<file path="config.mk">
export PLATFORM = sky130hd
export DESIGN_NAME = lbist_ctrl_flat
export DESIGN_NICKNAME = d
export VERILOG_FILES = /design/src/rtl/lbist_pkg.sv /design/src/rtl/lbist_if.sv /design/src/rtl/lbist_misr.sv /design/src/rtl/lbist_ctrl.sv /design/src/flat_wrapper.sv
export SDC_FILE = /design/constraint.sdc
export NUM_CORES = 1
export LEC_CHECK = 0
export ABC_AREA = 1
export BUFFER_PORTS_ARGS = -buffer_cell sky130_fd_sc_hd__buf_2
export CAP_MARGIN = 10
export CELL_PAD_IN_SITES_DETAIL_PLACEMENT = 1
export CELL_PAD_IN_SITES_GLOBAL_PLACEMENT = 1
export CORE_MARGIN = 5
export CORE_UTILIZATION = 36
export CTS_CLUSTER_DIAMETER = 60
export CTS_CLUSTER_SIZE = 30
export DETAILED_ROUTE_END_ITERATION = 7
export PLACE_DENSITY = 0.86
export SKIP_CTS_REPAIR_TIMING = 1
export SYNTH_ARGS = -nofsm -noshare
export SYNTH_HDL_FRONTEND = slang
export SYNTH_HIERARCHICAL = 1
export SYNTH_SLANG_ARGS = --single-unit
export TNS_END_PERCENT = 100
</file>
<file path="constraint.sdc">
create_clock -name CK -period 2.15 [get_ports CK]
set_input_delay 0.215 -clock CK [delete_from_list [all_inputs] [get_ports CK]]
set_output_delay 0.215 -clock CK [all_outputs]
set_load 0.1 [all_outputs]
</file>
<file path="src/rtl/lbist_pkg.sv">
// Shared types and constants for the logic-BIST controller: FSM states,
// default vector widths, LFSR/MISR tap positions and the LFSR seed.
package lbist_pkg;

    localparam int PAT_W_DEF = 18;
    localparam int RSP_W_DEF = 19;

    // Stimulus LFSR: x^18 + x^11 + 1 style taps on bits 17 and 10
    localparam int LFSR_TAP_HI = 17;
    localparam int LFSR_TAP_LO = 10;
    localparam logic [PAT_W_DEF-1:0] LFSR_SEED = 18'h00001;

    localparam int MISR_TAP_3 = 18;
    localparam int MISR_TAP_2 = 5;
    localparam int MISR_TAP_1 = 1;
    localparam int MISR_TAP_0 = 0;

    typedef enum logic [1:0] {
        ST_IDLE,
        ST_INIT,
        ST_RUN,
        ST_DONE
    } state_e;

endpackage

</file>
<file path="src/rtl/lbist_if.sv">
// Handshake and data bundle between the BIST controller (slave side) and
// its host / circuit under test (master side).
interface lbist_if #(
    parameter int PAT_W = lbist_pkg::PAT_W_DEF,
    parameter int RSP_W = lbist_pkg::RSP_W_DEF
);
    logic             start;
    logic [PAT_W-1:0] pat_o;
    logic [RSP_W-1:0] rsp_i;
    logic             busy;
    logic             done;
    logic             pass;
    logic [RSP_W-1:0] signature;
    logic [15:0]      pat_cnt;

    modport slave (
        input  start, rsp_i,
        output pat_o, busy, done, pass, signature, pat_cnt
    );

    modport master (
        output start, rsp_i,
        input  pat_o, busy, done, pass, signature, pat_cnt
    );
endinterface

</file>
<file path="src/rtl/lbist_misr.sv">
// Multiple-input signature register: shifts left with XOR feedback from the
// package taps and folds the CUT response in on every enabled cycle.
module lbist_misr
    import lbist_pkg::*;
#(
    parameter int W = RSP_W_DEF
) (
    input  logic         clk,
    input  logic         rst,
    input  logic         clr_i,
    input  logic         en_i,
    input  logic [W-1:0] data_i,
    output logic [W-1:0] sig_o
);

    logic [W-1:0] sig_q, sig_d;
    logic         fb;

    // Clear wins over enable so INIT always starts the run from zero
    always_comb begin
        fb    = sig_q[MISR_TAP_3] ^ sig_q[MISR_TAP_2] ^ sig_q[MISR_TAP_1] ^ sig_q[MISR_TAP_0];
        sig_d = sig_q;
        if (clr_i) begin
            sig_d = '0;
        end else if (en_i) begin
            sig_d = {sig_q[W-2:0], fb} ^ data_i;
        end
    end

    always_ff @(posedge clk) begin
        if (rst) begin
            sig_q <= '0;
        end else begin
            sig_q <= sig_d;
        end
    end

    assign sig_o = sig_q;

endmodule

</file>
<file path="src/rtl/lbist_ctrl.sv">
// Logic-BIST controller: clears the CUT, applies N_PAT LFSR patterns,
// compacts the responses in a MISR and compares against GOLDEN.
module lbist_ctrl
    import lbist_pkg::*;
#(
    parameter int               PAT_W  = PAT_W_DEF,
    parameter int               RSP_W  = RSP_W_DEF,
    parameter int               N_PAT  = 1023,
    parameter logic [RSP_W-1:0] GOLDEN = '0
) (
    input  logic  CK,
    input  logic  RST,
    lbist_if.slave bus
);

    localparam logic [15:0]      LAST_CNT  = 16'(N_PAT - 1);
    localparam logic [PAT_W-1:0] CUT_CLEAR = {1'b1, {(PAT_W-1){1'b0}}};
    localparam logic [PAT_W-1:0] SEED      = PAT_W'(LFSR_SEED);

    state_e           state_q, state_d;
    logic             initCnt_q, initCnt_d;
    logic [PAT_W-1:0] lfsr_q, lfsr_d;
    logic [15:0]      patCnt_q, patCnt_d;
    logic             misrClr, misrEn;
    logic [RSP_W-1:0] sig;

    // INIT is held for two cycles by initCnt_q so the CUT clear is seen
    // for two full clocks before the first pattern
    always_comb begin
        state_d   = state_q;
        initCnt_d = initCnt_q;
        lfsr_d    = lfsr_q;
        patCnt_d  = patCnt_q;
        misrClr   = 1'b0;
        misrEn    = 1'b0;
        unique case (state_q)
            ST_IDLE, ST_DONE: begin
                if (bus.start) begin
                    state_d   = ST_INIT;
                    initCnt_d = 1'b0;
                end
            end
            ST_INIT: begin
                lfsr_d    = SEED;
                patCnt_d  = '0;
                misrClr   = 1'b1;
                initCnt_d = 1'b1;
                if (initCnt_q) begin
                    state_d = ST_RUN;
                end
            end
            ST_RUN: begin
                lfsr_d   = {lfsr_q[PAT_W-2:0], lfsr_q[LFSR_TAP_HI] ^ lfsr_q[LFSR_TAP_LO]};
                misrEn   = 1'b1;
                patCnt_d = patCnt_q + 16'd1;
                if (patCnt_q == LAST_CNT) begin
                    state_d = ST_DONE;
                end
            end
            default: state_d = ST_IDLE;
        endcase
    end

    always_ff @(posedge CK) begin
        if (RST) begin
            state_q   <= ST_IDLE;
            initCnt_q <= 1'b0;
            lfsr_q    <= SEED;
            patCnt_q  <= '0;
        end else begin
            state_q   <= state_d;
            initCnt_q <= initCnt_d;
            lfsr_q    <= lfsr_d;
            patCnt_q  <= patCnt_d;
        end
    end

    lbist_misr #(
        .W (RSP_W)
    ) u_misr (
        .clk    (CK),
        .rst    (RST),
        .clr_i  (misrClr),
        .en_i   (misrEn),
        .data_i (bus.rsp_i),
        .sig_o  (sig)
    );

    // Outputs depend only on state and registers; rsp_i reaches them via the MISR
    always_comb begin
        bus.pat_o = '0;
        if (state_q == ST_INIT) begin
            bus.pat_o = CUT_CLEAR;
        end else if (state_q == ST_RUN) begin
            bus.pat_o = lfsr_q;
        end
    end

    assign bus.busy      = (state_q == ST_INIT) || (state_q == ST_RUN);
    assign bus.done      = (state_q == ST_DONE);
    assign bus.pass      = (state_q == ST_DONE) && (sig == GOLDEN);
    assign bus.signature = sig;
    assign bus.pat_cnt   = patCnt_q;

endmodule

</file>
<file path="src/flat_wrapper.sv">
// flat-port wrapper written by rule: the top's interface ports become plain ports
module lbist_ctrl_flat import lbist_pkg::*;
#(
    parameter int               PAT_W  = PAT_W_DEF,
    parameter int               RSP_W  = RSP_W_DEF,
    parameter int               N_PAT  = 1023,
    parameter logic [RSP_W-1:0] GOLDEN = '0
)
  (CK, RST, bus_start, bus_rsp_i, bus_pat_o, bus_busy, bus_done, bus_pass, bus_signature, bus_pat_cnt);
  lbist_if #(.PAT_W(PAT_W), .RSP_W(RSP_W)) bus_i ();
  input  logic CK;
  input  logic RST;
  input wire logic [$bits(bus_i.start)-1:0] bus_start;
  input wire logic [$bits(bus_i.rsp_i)-1:0] bus_rsp_i;
  output wire logic [$bits(bus_i.pat_o)-1:0] bus_pat_o;
  output wire logic [$bits(bus_i.busy)-1:0] bus_busy;
  output wire logic [$bits(bus_i.done)-1:0] bus_done;
  output wire logic [$bits(bus_i.pass)-1:0] bus_pass;
  output wire logic [$bits(bus_i.signature)-1:0] bus_signature;
  output wire logic [$bits(bus_i.pat_cnt)-1:0] bus_pat_cnt;
  assign bus_i.start = bus_start;
  assign bus_i.rsp_i = bus_rsp_i;
  assign bus_pat_o = bus_i.pat_o;
  assign bus_busy = bus_i.busy;
  assign bus_done = bus_i.done;
  assign bus_pass = bus_i.pass;
  assign bus_signature = bus_i.signature;
  assign bus_pat_cnt = bus_i.pat_cnt;
  lbist_ctrl #(.PAT_W(PAT_W), .RSP_W(RSP_W), .N_PAT(N_PAT), .GOLDEN(GOLDEN)) u_core (.CK(CK), .RST(RST), .bus(bus_i));
endmodule
</file>
Yosys cells after proc, flatten, opt, wreduce, memory -nomap -nowiden
Cells that the tools add are included.
Storage, ports and cells
  register bits: 56
  output and inout bits: 56
  logic and storage cells: 40
Operators by class
  add/subtract/negate cells: 1
  eq/ne operators: 7
  multiplexer cells: 12
  bitwise logic cells: 5
  reductions and logical operators: 10
Operators by type and width (number)
  18-bit two-way mux: 2
  18-bit case mux with 2 select lines: 1
  16-bit case mux with 2 select lines: 1
  19-bit zero test: 1
  19-bit XOR: 1
  16-bit by 1-bit adder with 16-bit output, second input constant: 1
  16-bit by 10-bit equality test with 1-bit output, second input constant: 1
  2-bit two-way mux: 3
  2-bit case mux with 3 select lines: 1
  2-bit equality test, second input constant: 2
  2-bit by 1-bit inequality test with 1-bit output, second input constant: 2
  2-bit nonzero test: 2
  2-bit OR reduction: 2
  1-bit XOR: 4
  1-bit two-way mux: 3
  3-bit AND reduction: 1
  2-bit by 1-bit equality test with 1-bit output, second input constant: 1
  2-bit zero test: 1
  2-bit inequality test, second input constant: 1
  1-bit case mux with 2 select lines: 1
  2-bit AND reduction: 1
  1-bit logical AND: 1
  1-bit logical OR: 1

Depth between registers and ports, before layout
Gate-level depths: netlist of the first run.
  word-level depth: 4
  depth in mapped cells: 9

Modules after synthesis
Netlist of the first run, hierarchy kept.
Modules (own cells, without submodules)
  lbist_ctrl: times used 1, cells an instance 250, area an instance 1813.0 um^2, sequential area each 740.7 um^2
  lbist_misr: times used 1, cells an instance 135, area an instance 945.9 um^2, sequential area each 380.4 um^2

Least setup slack after synthesis of the first run
OpenSTA, ideal clock, no wires.
  path kind: flip-flop to output port
  from: register u_core.state_q[0]
  to: output bus_pass
  data arrival time: 2.783 ns
  required time: 1.935 ns
  path slack: -0.848 ns
  cell stages (with the launch flop): 6
  path buffers: 0
  cell sequence: dfxtp_1 -> ha_1 -> inv_1 -> nor4_1 -> nand3_1 -> nor2_1
Between the ends
  cells in the longest elaborated chain, start to end: 2
Ends and longest elaborated chain
  start, declared: RTL line lbist_ctrl.sv:20  | state_e state_q, state_d;
  start signal, assigned: RTL line lbist_ctrl.sv:71  | state_q <= state_d;
  2-bit equality test
  net bus_done: RTL line flat_wrapper.sv:17  | output wire logic [$bits(bus_i.done)-1:0] bus_done;
  1-bit logical AND: RTL line lbist_ctrl.sv:101  | assign bus.pass = (state_q == ST_DONE) && (sig == GOLDEN);
  end, declared: RTL line flat_wrapper.sv:18  | output wire logic [$bits(bus_i.pass)-1:0] bus_pass;
The timed path passes the listed nets, and every way through them passes these cells.

Final worst setup path of the first run
  from: register u_core.state_q[1]
  to: output bus_pat_o[13]
Between the ends
  cells in the longest elaborated chain, start to end: 3
  elaborated cells on any way between the ends: 4
  those cells by class: eq/ne: 2; mux: 2
Ends and longest elaborated chain
  2-bit equality test: RTL line lbist_ctrl.sv:94  | end else if (state_q == ST_RUN) begin
  18-bit two-way mux: RTL line lbist_ctrl.sv:94
  18-bit two-way mux *: RTL line lbist_ctrl.sv:92  | if (state_q == ST_INIT) begin
  end, declared: RTL line flat_wrapper.sv:15  | output wire logic [$bits(bus_i.pat_o)-1:0] bus_pat_o;
Mark *: on every way between the ends. The rest lies on a longest branch, timed or not.

==> results.py, run 1 <==
metrics = {
    "floorplanning": {
        "die_area_um2": 9510,
        "ios": 78,
        "start_util": 0.363,
        "core-area_um2": 7610,
        "die_w_um": 97.5,
        "rows": 32,
        "die_h_um": 97.5,
    },
    "timing": {
        "finalCritPeriodShare": 0.927,
        "fin_skew_ns": 0.00914,
        "hold_viol": 0,
        "fin_tns_setup_ns": 0,
        "fmax_mhz": 502,
        "rsz0062_at_grt": "false",
        "tightest_slew_ns": 0.533,
        "fin_crit_ns": 1.99,
        "slew_viol_final": 0,
        "max_slew_margin": 0.644,
        "setup_viol": 0,
    },
    "logic_synthesis": {
        "ys_seq_area_frac": 0.406,
        "synth_area_leaders": "dfxtp_1 (41%), nor2_1 (10%), nand2_1 (7.5%)",
        "syn_area_um2": 2760,
        "synthArstFlopShare": 0,
        "syn_nets": 412,
        "synth.top_cell.area_share": 0.406,
        "syn_area_per_cell_um2": 7.17,
        "synth_edf_count": 0,
        "ys.flop_type": "dfxtp_1",
        "synth_top_area_cell": "dfxtp_1",
        "ys_seq_elements": 56,
        "synth-warning-count": 6,
        "ys_types": 33,
        "syn_inst": 385,
    },
    "cts": {
        "clock_latency_ns": 0.31,
        "cts.sinks": 56,
        "cts_buffer_depth": 2,
        "ctsHtreeMaxLevel": 2,
        "cts_buffers": 5,
        "tritoncts": "yes",
        "root_buffer": "clkbuf_8",
        "clk_pin_slew_ns": 0.11,
    },
    "global_routing": {
        "grt_pass1_wl_um": 13400,
        "overflow": 0,
        "antenna_found_initial": 0,
        "grt_pass1_vias": 2865,
        "grtUsageTotal": 0.166,
        "grt_start_max_net_pins": 22,
    },
    "routing": {
        "postRouteWirelength_um": 7760,
        "avgViaCountPerCell": 4.89,
        "drtPass1Iterations": 4,
        "vias": 2750,
        "drt-wirelength-per-cell_um": 13.8,
        "drc": 0,
        "drt-initial-drc-count": 77,
        "ant_nets": 0,
    },
    "critical_path": {
        "crit_chain": "inv_1, ha_1, buf_4, nor2_1, buf_12",
        "cp-start-kind": "flop",
        "worst_ep_arrival_time_ns": 1.78,
        "path_buf_inv": 3,
        "cp-end-kind": "output port",
        "crit_fanout": 12,
        "slowest_delay_ns": 0.39,
        "crit_type": "flop to output port",
        "cpMaxStageDelayCell": "dfxtp_1",
        "crit_required_ns": 1.93,
        "crit_family": "buffers and inverters",
    },
    "placed_design": {
        "dp_cells": 554,
        "io_buffers": 77,
        "dpl.hpwl_um": 6010,
        "gp_congestion": 0.770,
        "dpl-instance-area_um2": 3530,
    },
    "power": {
        "power-per-cell-area_nw_per_um2": 1390,
        "peakVddDrop_uv": 930,
        "p_leak_nw": 1.81,
    },
    "final_layout": {
        "layoutNonFillerInstCount": 562,
        "nFillCells": 1003,
        "final_net_count": 486,
        "seq_area_um2": 1120,
        "multi_input_area_um2": 1390,
        "drive_above_1_share": 0.235,
        "final_common_cell": "nor2_1",
        "layout_common_cells": "nor2_1 (76), buf_2 (57), dfxtp_1 (56), nand2_1 (55), inv_1 (42)",
        "fin_area_um2": 3620,
        "syn_to_final_growth_pct": 31.3,
        "num_antenna_cells": 0,
    },
    "hold_path": {
        "hp-class": "input port to flop",
    },
    "status": {
        "status": "finished clean",
    },
    "job": {
        "max_cap_viol_count": 0,
    },
}
==> power breakdown <==
| group | switching (mW) | leakage, nW | total (mW) | internal [mW] |
|---|---|---|---|---|
| Combinational | 2.22 | 1.31 | 2.95 | 0.730 |
| Clock | 0.353 | 0.0404 | 0.584 | 0.232 |
| Sequential | 0.221 | 0.457 | 1.50 | 1.28 |
==> worst paths after layout <==
| path | slack (ns) | from | end | depth (start not counted) |
|---|---|---|---|---|
| setup / recovery | 0.16 | u_core/state_q[1] | bus_pat_o[13] | 5 |
| hold / removal | 0.12 | RST | u_core/initCnt_q | 2 |
| setup reg to reg | 0.35 | u_core/state_q[0] | u_core/bus.pat_cnt[14] | 8 |
| hold reg to reg | 0.50 | u_core/lfsr_q[8] | u_core/lfsr_q[9] | 2 |
==> sequential cells by signal, summed over array words and instances, names as in the netlist <==
register	cells
u_core/state_q	2
u_core/lfsr_q	18
u_core/u_misr/sig_o	19
u_core/initCnt_q	1
u_core/bus.pat_cnt	16
==> per-stage QoR <==
step	hold slack [ns]	total power, mW	utilization	setup WS [ns]
finish	0.116	5.03	0.476	0.157
global route	0.0971	5.35	0.476	0.0177
CTS	0.0904	5.09	0.476	0.0426
detailed placement	0.426	4.48	0.464	0.372
global placement	0.420	4.38	0.464	0.449
floorplan	0.284	3.79	-	-0.341
==> cell families after synthesis <==
kind of cell	Yosys count	synth area share
AND/OR/NAND/NOR	165	0.271
AO/OA/AOI/OAI	77	0.143
buffers and inverters	62	0.0930
flip-flops	56	0.406
adder cells (fa/ha/maj)	5	0.0227
XOR/XNOR	20	0.0635
==> area by class of cell <==
class,instances,area share
sequential,56,0.310
timing repair buffer,83,0.198
clock buffer,5,0.0190
clock inverter,3,0.00656
multi-input combinational,267,0.383
inverter,46,0.0480
tap,102,0.0352
==> per-layer routing <==
layer  up-vias  track usage  share of wire
li1       1377            -              -
met1      1314        0.191           0.43
met2        55        0.306           0.52
met3         4       0.0409          0.041
met4         0       0.0415         0.0072
met5         -            0              0
==> synthesized netlist by cell type (all sizes together) (2+ instances only) <==
| master | n |
|---|---|
| xor2 | 18 |
| nor4 | 6 |
| inv | 45 |
| nand3 | 7 |
| nor2 | 81 |
| a21oi | 30 |
| o21ai | 44 |
| dfxtp | 56 |
| ha | 5 |
| clkbuf | 5 |
| buf | 11 |
| nor3 | 6 |
| nand4 | 5 |
| xnor2 | 2 |
| nand2 | 57 |
| a211oi | 2 |
(Power assumes the default switching activity.)
==> run 2, diff against run 1 <==
--- a/config.mk
+++ b/config.mk
@@ -6,7 +6,7 @@
 export NUM_CORES = 1
 export LEC_CHECK = 0
 export ABC_AREA = 1
-export BUFFER_PORTS_ARGS = -buffer_cell sky130_fd_sc_hd__buf_2
+export BUFFER_PORTS_ARGS = -buffer_cell sky130_fd_sc_hd__clkbuf_2
 export CAP_MARGIN = 10
 export CELL_PAD_IN_SITES_DETAIL_PLACEMENT = 1
 export CELL_PAD_IN_SITES_GLOBAL_PLACEMENT = 1
==> run 2 against run 1 <==
Sequential share of layout area decreased by 0.12 points. Non-clock buffer count did not move. Clock skew about the same. Flip-flop and latch count is the same. Core utilization rose by 0.18 points. Maximum frequency rose by 1.3%. Largest cell class unchanged. Design area up 0.38%.
==> results.py, run 2 (synthesis results as in run 1) <==
metrics = {
    "status": {
        "status": "finished clean",
    },
    "timing": {
        "fin_tns_setup_ns": 0,
        "rsz0062_at_grt": "false",
        "finalCritPeriodShare": 0.916,
        "setup_viol": 0,
        "tightest_slew_ns": 0.562,
        "fin_skew_ns": 0.00883,
        "max_slew_margin": 0.627,
        "fin_hold_ws_ns": 0.121,
        "hold_viol": 0,
        "fmax_mhz": 508,
        "slew_viol_final": 0,
        "fin_crit_ns": 1.97,
    },
    "final_layout": {
        "syn_to_final_growth_pct": 31.8,
        "fin_area_um2": 3640,
        "layout_common_cells": "nor2_1 (76), clkbuf_2 (57), dfxtp_1 (56), nand2_1 (55), inv_1 (42)",
        "nFillCells": 995,
        "final_common_cell": "nor2_1",
        "largest_register_ffs": 19,
        "layoutNonFillerInstCount": 562,
        "seq_area_um2": 1120,
        "multi_input_area_um2": 1390,
        "drive_above_1_share": 0.237,
        "final_net_count": 486,
        "num_antenna_cells": 0,
    },
    "floorplanning": {
        "die_h_um": 97.5,
        "ios": 78,
        "rows": 32,
        "die_w_um": 97.5,
        "start_util": 0.363,
        "core-area_um2": 7610,
        "die_area_um2": 9510,
    },
    "cts": {
        "clock_latency_ns": 0.31,
        "root_buffer": "clkbuf_8",
        "cts.sinks": 56,
        "ctsHtreeMaxLevel": 2,
        "cts_buffers": 5,
        "tritoncts": "yes",
        "clk_pin_slew_ns": 0.11,
        "cts_buffer_depth": 2,
    },
    "power": {
        "power-per-cell-area_nw_per_um2": 1390,
        "peakVddDrop_uv": 875,
        "p_leak_nw": 1.79,
    },
    "global_routing": {
        "grt_pass1_vias": 2823,
        "grt_pass1_wl_um": 13300,
        "grt_start_max_net_pins": 25,
        "antenna_found_initial": 0,
        "overflow": 0,
        "grtUsageTotal": 0.166,
    },
    "placed_design": {
        "dpl.hpwl_um": 6060,
        "dp_cells": 554,
        "gp_congestion": 0.768,
        "dpl-instance-area_um2": 3540,
        "io_buffers": 77,
    },
    "critical_path": {
        "crit_required_ns": 1.93,
        "worst_ep_arrival_time_ns": 1.75,
        "cp-end-kind": "output port",
        "cp-start-kind": "flop",
        "r2r-start": "u_core/state_q[0]",
        "crit_fanout": 22,
        "cp-startpoint": "u_core/state_q[0]",
        "crit_type": "flop to output port",
    },
    "routing": {
        "avgViaCountPerCell": 4.80,
        "drt-initial-drc-count": 122,
        "vias": 2697,
        "drt-wirelength-per-cell_um": 13.9,
        "drtPass1Iterations": 4,
        "postRouteWirelength_um": 7820,
        "ant_nets": 0,
        "drc": 0,
    },
    "job": {
        "max_cap_viol_count": 0,
    },
    "hold_path": {
        "hp-class": "input port to flop",
        "hp-start": "RST",
    },
}
## run 2: cell types whose count changed in the layout (fill, tap and decap cells not counted), sizes merged
| cell | before | now |
|---|---|---|
| clkbuf | 5 | 62 |
| buf | 83 | 26 |
| clkinv | 2 | 4 |
| clkinvlp | 2 | 0 |
## run 2: final timing paths
check | to | slack, ns | depth (start not counted)
setup / recovery | bus_busy | 0.18 | 5
hold / removal | u_core/initCnt_q | 0.12 | 2
setup reg to reg | u_core/bus.pat_cnt[13] | 0.39 | 8
hold reg to reg | u_core/initCnt_q | 0.48 | 2
## run 2: routing by layer
metal,vias to the layer above,GRT usage,part of all wire
li1,1369,-,-
met1,1267,0.204,0.45
met2,57,0.294,0.50
met3,4,0.0366,0.039
met4,0,0.0405,0.0077
met5,-,0,0
## run 2: critical path, stage by stage (launching register included)
cell,delay (ns)
dfxtp_1,0.40
inv_1,0.06
ha_1,0.43
inv_2,0.15
buf_6,0.20
buf_12,0.19
## run 2: area by class of cell
class,count,area share
clock buffer,5,0.0189
clock inverter,3,0.00516
inverter,46,0.0478
multi-input combinational,267,0.383
sequential,56,0.308
tap,102,0.0351
timing repair buffer,83,0.202
## run 2: power by group
part           switching, mW  leakage [nW]  internal [mW]
logic                   2.23          1.29          0.742
registers              0.228         0.457           1.28
clock network          0.355        0.0479          0.229
## run 2: metrics by stage
| step | power, mW | setup WS, ns | util |
|---|---|---|---|
| floorplan | 3.79 | -0.341 | - |
| global placement | 4.39 | 0.500 | 0.466 |
| detailed placement | 4.50 | 0.384 | 0.466 |
| CTS | 5.11 | 0.0849 | 0.477 |
| finish | 5.06 | 0.182 | 0.478 |
| global route | 5.39 | 0.0368 | 0.478 |
==> run 3, diff against run 2 <==
--- a/config.mk
+++ b/config.mk
@@ -5,13 +5,11 @@
 export SDC_FILE = /design/constraint.sdc
 export NUM_CORES = 1
 export LEC_CHECK = 0
-export ABC_AREA = 1
 export BUFFER_PORTS_ARGS = -buffer_cell sky130_fd_sc_hd__clkbuf_2
 export CAP_MARGIN = 10
 export CELL_PAD_IN_SITES_DETAIL_PLACEMENT = 1
 export CELL_PAD_IN_SITES_GLOBAL_PLACEMENT = 1
-export CORE_MARGIN = 5
-export CORE_UTILIZATION = 36
+export CORE_UTILIZATION = 37
 export CTS_CLUSTER_DIAMETER = 60
 export CTS_CLUSTER_SIZE = 30
 export DETAILED_ROUTE_END_ITERATION = 7
==> run 3 against run 2 <==
Non-clock buffer count grew 2. First-iteration DRC count shrank 52%. Design area down 3.9%. Power decreased by 12%. Largest cell class unchanged.
==> results.py, run 3 <==
metrics = {
    "floorplanning": {
        "die_w_um": 85.9,
        "die_area_um2": 7380,
        "rows": 30,
        "die_h_um": 85.9,
        "start_util": 0.384,
        "ios": 78,
        "core-area_um2": 6790,
    },
    "placed_design": {
        "dpl.hpwl_um": 5020,
        "dp_cells": 463,
        "preCtsSetupSlack_ns": 0.184,
        "gp_congestion": 0.760,
        "dpl-instance-area_um2": 3370,
        "io_buffers": 77,
    },
    "critical_path": {
        "crit_fanout": 13,
        "cp-start-kind": "flop",
        "worst_ep_arrival_time_ns": 1.83,
        "cp-end-kind": "output port",
        "crit_required_ns": 1.93,
        "crit_type": "flop to output port",
    },
    "cts": {
        "root_buffer": "clkbuf_8",
        "ctsHtreeMaxLevel": 2,
        "tritoncts": "yes",
        "clk_pin_slew_ns": 0.09,
        "clock_latency_ns": 0.30,
        "cts_buffers": 5,
        "cts_buffer_depth": 2,
        "cts.sinks": 56,
    },
    "logic_synthesis": {
        "ys.flop_type": "dfxtp_1",
        "synth_area_leaders": "dfxtp_1 (43%), and3_1 (8.4%), xnor2_1 (7.7%)",
        "ys_seq_elements": 56,
        "syn_nets": 331,
        "yosysMostFrequentCell": "dfxtp_1",
        "syn_area_per_cell_um2": 8.57,
        "syn_area_um2": 2610,
        "syn_inst": 304,
        "ys_seq_area_frac": 0.430,
        "synth-warning-count": 6,
        "synth_top_area_cell": "dfxtp_1",
        "synth_edf_count": 0,
        "synthArstFlopShare": 0,
        "ys_types": 36,
        "synth.top_cell.area_share": 0.430,
        "synth_common_cells": "dfxtp_1 (56), nor2_1 (50), and3_1 (35)",
    },
    "routing": {
        "vias": 2460,
        "postRouteWirelength_um": 6980,
        "drt-initial-drc-count": 58,
        "drtPass1Iterations": 4,
        "drt-wirelength-per-cell_um": 14.8,
        "avgViaCountPerCell": 5.21,
        "drc": 0,
        "ant_nets": 0,
    },
    "power": {
        "p_total_mw": 4.47,
        "p_leak_nw": 1.50,
        "peakVddDrop_uv": 583,
        "power-per-cell-area_nw_per_um2": 1280,
    },
    "global_routing": {
        "grtUsageTotal": 0.190,
        "grt_pass1_wl_um": 11300,
        "grt_pass1_vias": 2393,
        "overflow": 0,
        "antenna_found_initial": 0,
        "grt_start_max_net_pins": 39,
    },
    "timing": {
        "fin_tns_setup_ns": 0,
        "finalCritPeriodShare": 0.952,
        "fmax_mhz": 489,
        "slew_viol_final": 0,
        "fin_crit_ns": 2.05,
        "fin_hold_ws_ns": 0.179,
        "tightest_slew_ns": 0.556,
        "hold_viol": 0,
        "rsz0062_at_grt": "false",
        "fin_ws_ns": 0.103,
        "max_slew_margin": 0.631,
        "fin_skew_ns": 0.00581,
        "setup_viol": 0,
    },
    "final_layout": {
        "final_net_count": 402,
        "drive_above_1_share": 0.277,
        "layoutNonFillerInstCount": 472,
        "syn_to_final_growth_pct": 34.0,
        "final_core_util": 0.514,
        "nFillCells": 805,
        "layout_common_cells": "clkbuf_2 (57), dfxtp_1 (52), nor2_1 (49), and3_1 (35), a21oi_1 (24)",
        "largest_register_ffs": 19,
        "final_common_cell": "clkbuf_2",
        "fin_area_um2": 3490,
        "num_antenna_cells": 0,
    },
    "hold_path": {
        "hp-class": "input port to flop",
    },
    "status": {
        "status": "finished clean",
    },
    "job": {
        "max_cap_viol_count": 0,
    },
}
run 3: changes by cell type in the layout (fill, tap and decap cells not counted), moves of 4 or more:
cell	before	now
and3_1	0	35
nor3_1	4	0
or3_1	0	5
o21ai_1	8	2
a211oi_1	2	20
xor2_1	18	9
inv_1	42	6
o21ai_0	35	4
xnor2_1	2	23
nor2_1	76	49
dfxtp_1	56	52
nand2_1	55	11
dfxtp_2	0	4
a21oi_1	30	24
run 3: final timing paths:
| path | slack [ns] | depth (start not counted) | from | endpoint |
|---|---|---|---|---|
| setup / recovery | 0.10 | 5 | u_core/state_q[0] | bus_busy |
| hold / removal | 0.18 | 2 | RST | u_core/state_q[1] |
| setup reg to reg | 0.13 | 6 | u_core/state_q[0] | u_core/bus.pat_cnt[11] |
| hold reg to reg | 0.51 | 2 | u_core/lfsr_q[1] | u_core/lfsr_q[1] |
run 3: routing by layer:
metal | vias up | GRT usage | share of wire
met2 | 66 | 0.329 | 0.49
met4 | 0 | 0.0348 | 0.0060
li1 | 1197 | - | -
met1 | 1193 | 0.246 | 0.45
met3 | 4 | 0.0395 | 0.046
met5 | - | 0 | 0
run 3: layout make-up:
type | instances | area [um^2] | area share
Multi-Input combinational cell | 220 | 1380 | 0.395
Sequential cell | 56 | 1130 | 0.322
Timing Repair Buffer | 85 | 746 | 0.213
Tap cell | 96 | 120 | 0.0344
Clock buffer | 6 | 82.6 | 0.0236
Inverter | 7 | 30.0 | 0.00860
Clock inverter | 2 | 10.0 | 0.00287
run 3: kinds of logic (layout without fill, tap and decap cells):
logic type / Yosys count / count (layout) / share of synthesized area
AOI/OAI and AO/OA: 56 / 56 / 0.133
muxes: 1 / 1 / 0.00384
buffers and inverters: 28 / 100 / 0.0480
xor gates and xnor gates: 32 / 32 / 0.108
DFF: 56 / 56 / 0.430
adders and majority gates: 5 / 5 / 0.0240
and+or+nand+nor: 126 / 126 / 0.253
run 3: where the power goes:
group,total (mW),switching (mW),internal [mW]
sequential,1.35,0.174,1.18
clock,0.595,0.336,0.258
combinational,2.52,1.88,0.643
run 3: worst max-delay path, stage by stage (launching register included):
cell	delay (ns)
dfxtp_1	0.40
inv_1	0.06
ha_2	0.35
inv_1	0.29
buf_4	0.24
buf_12	0.18
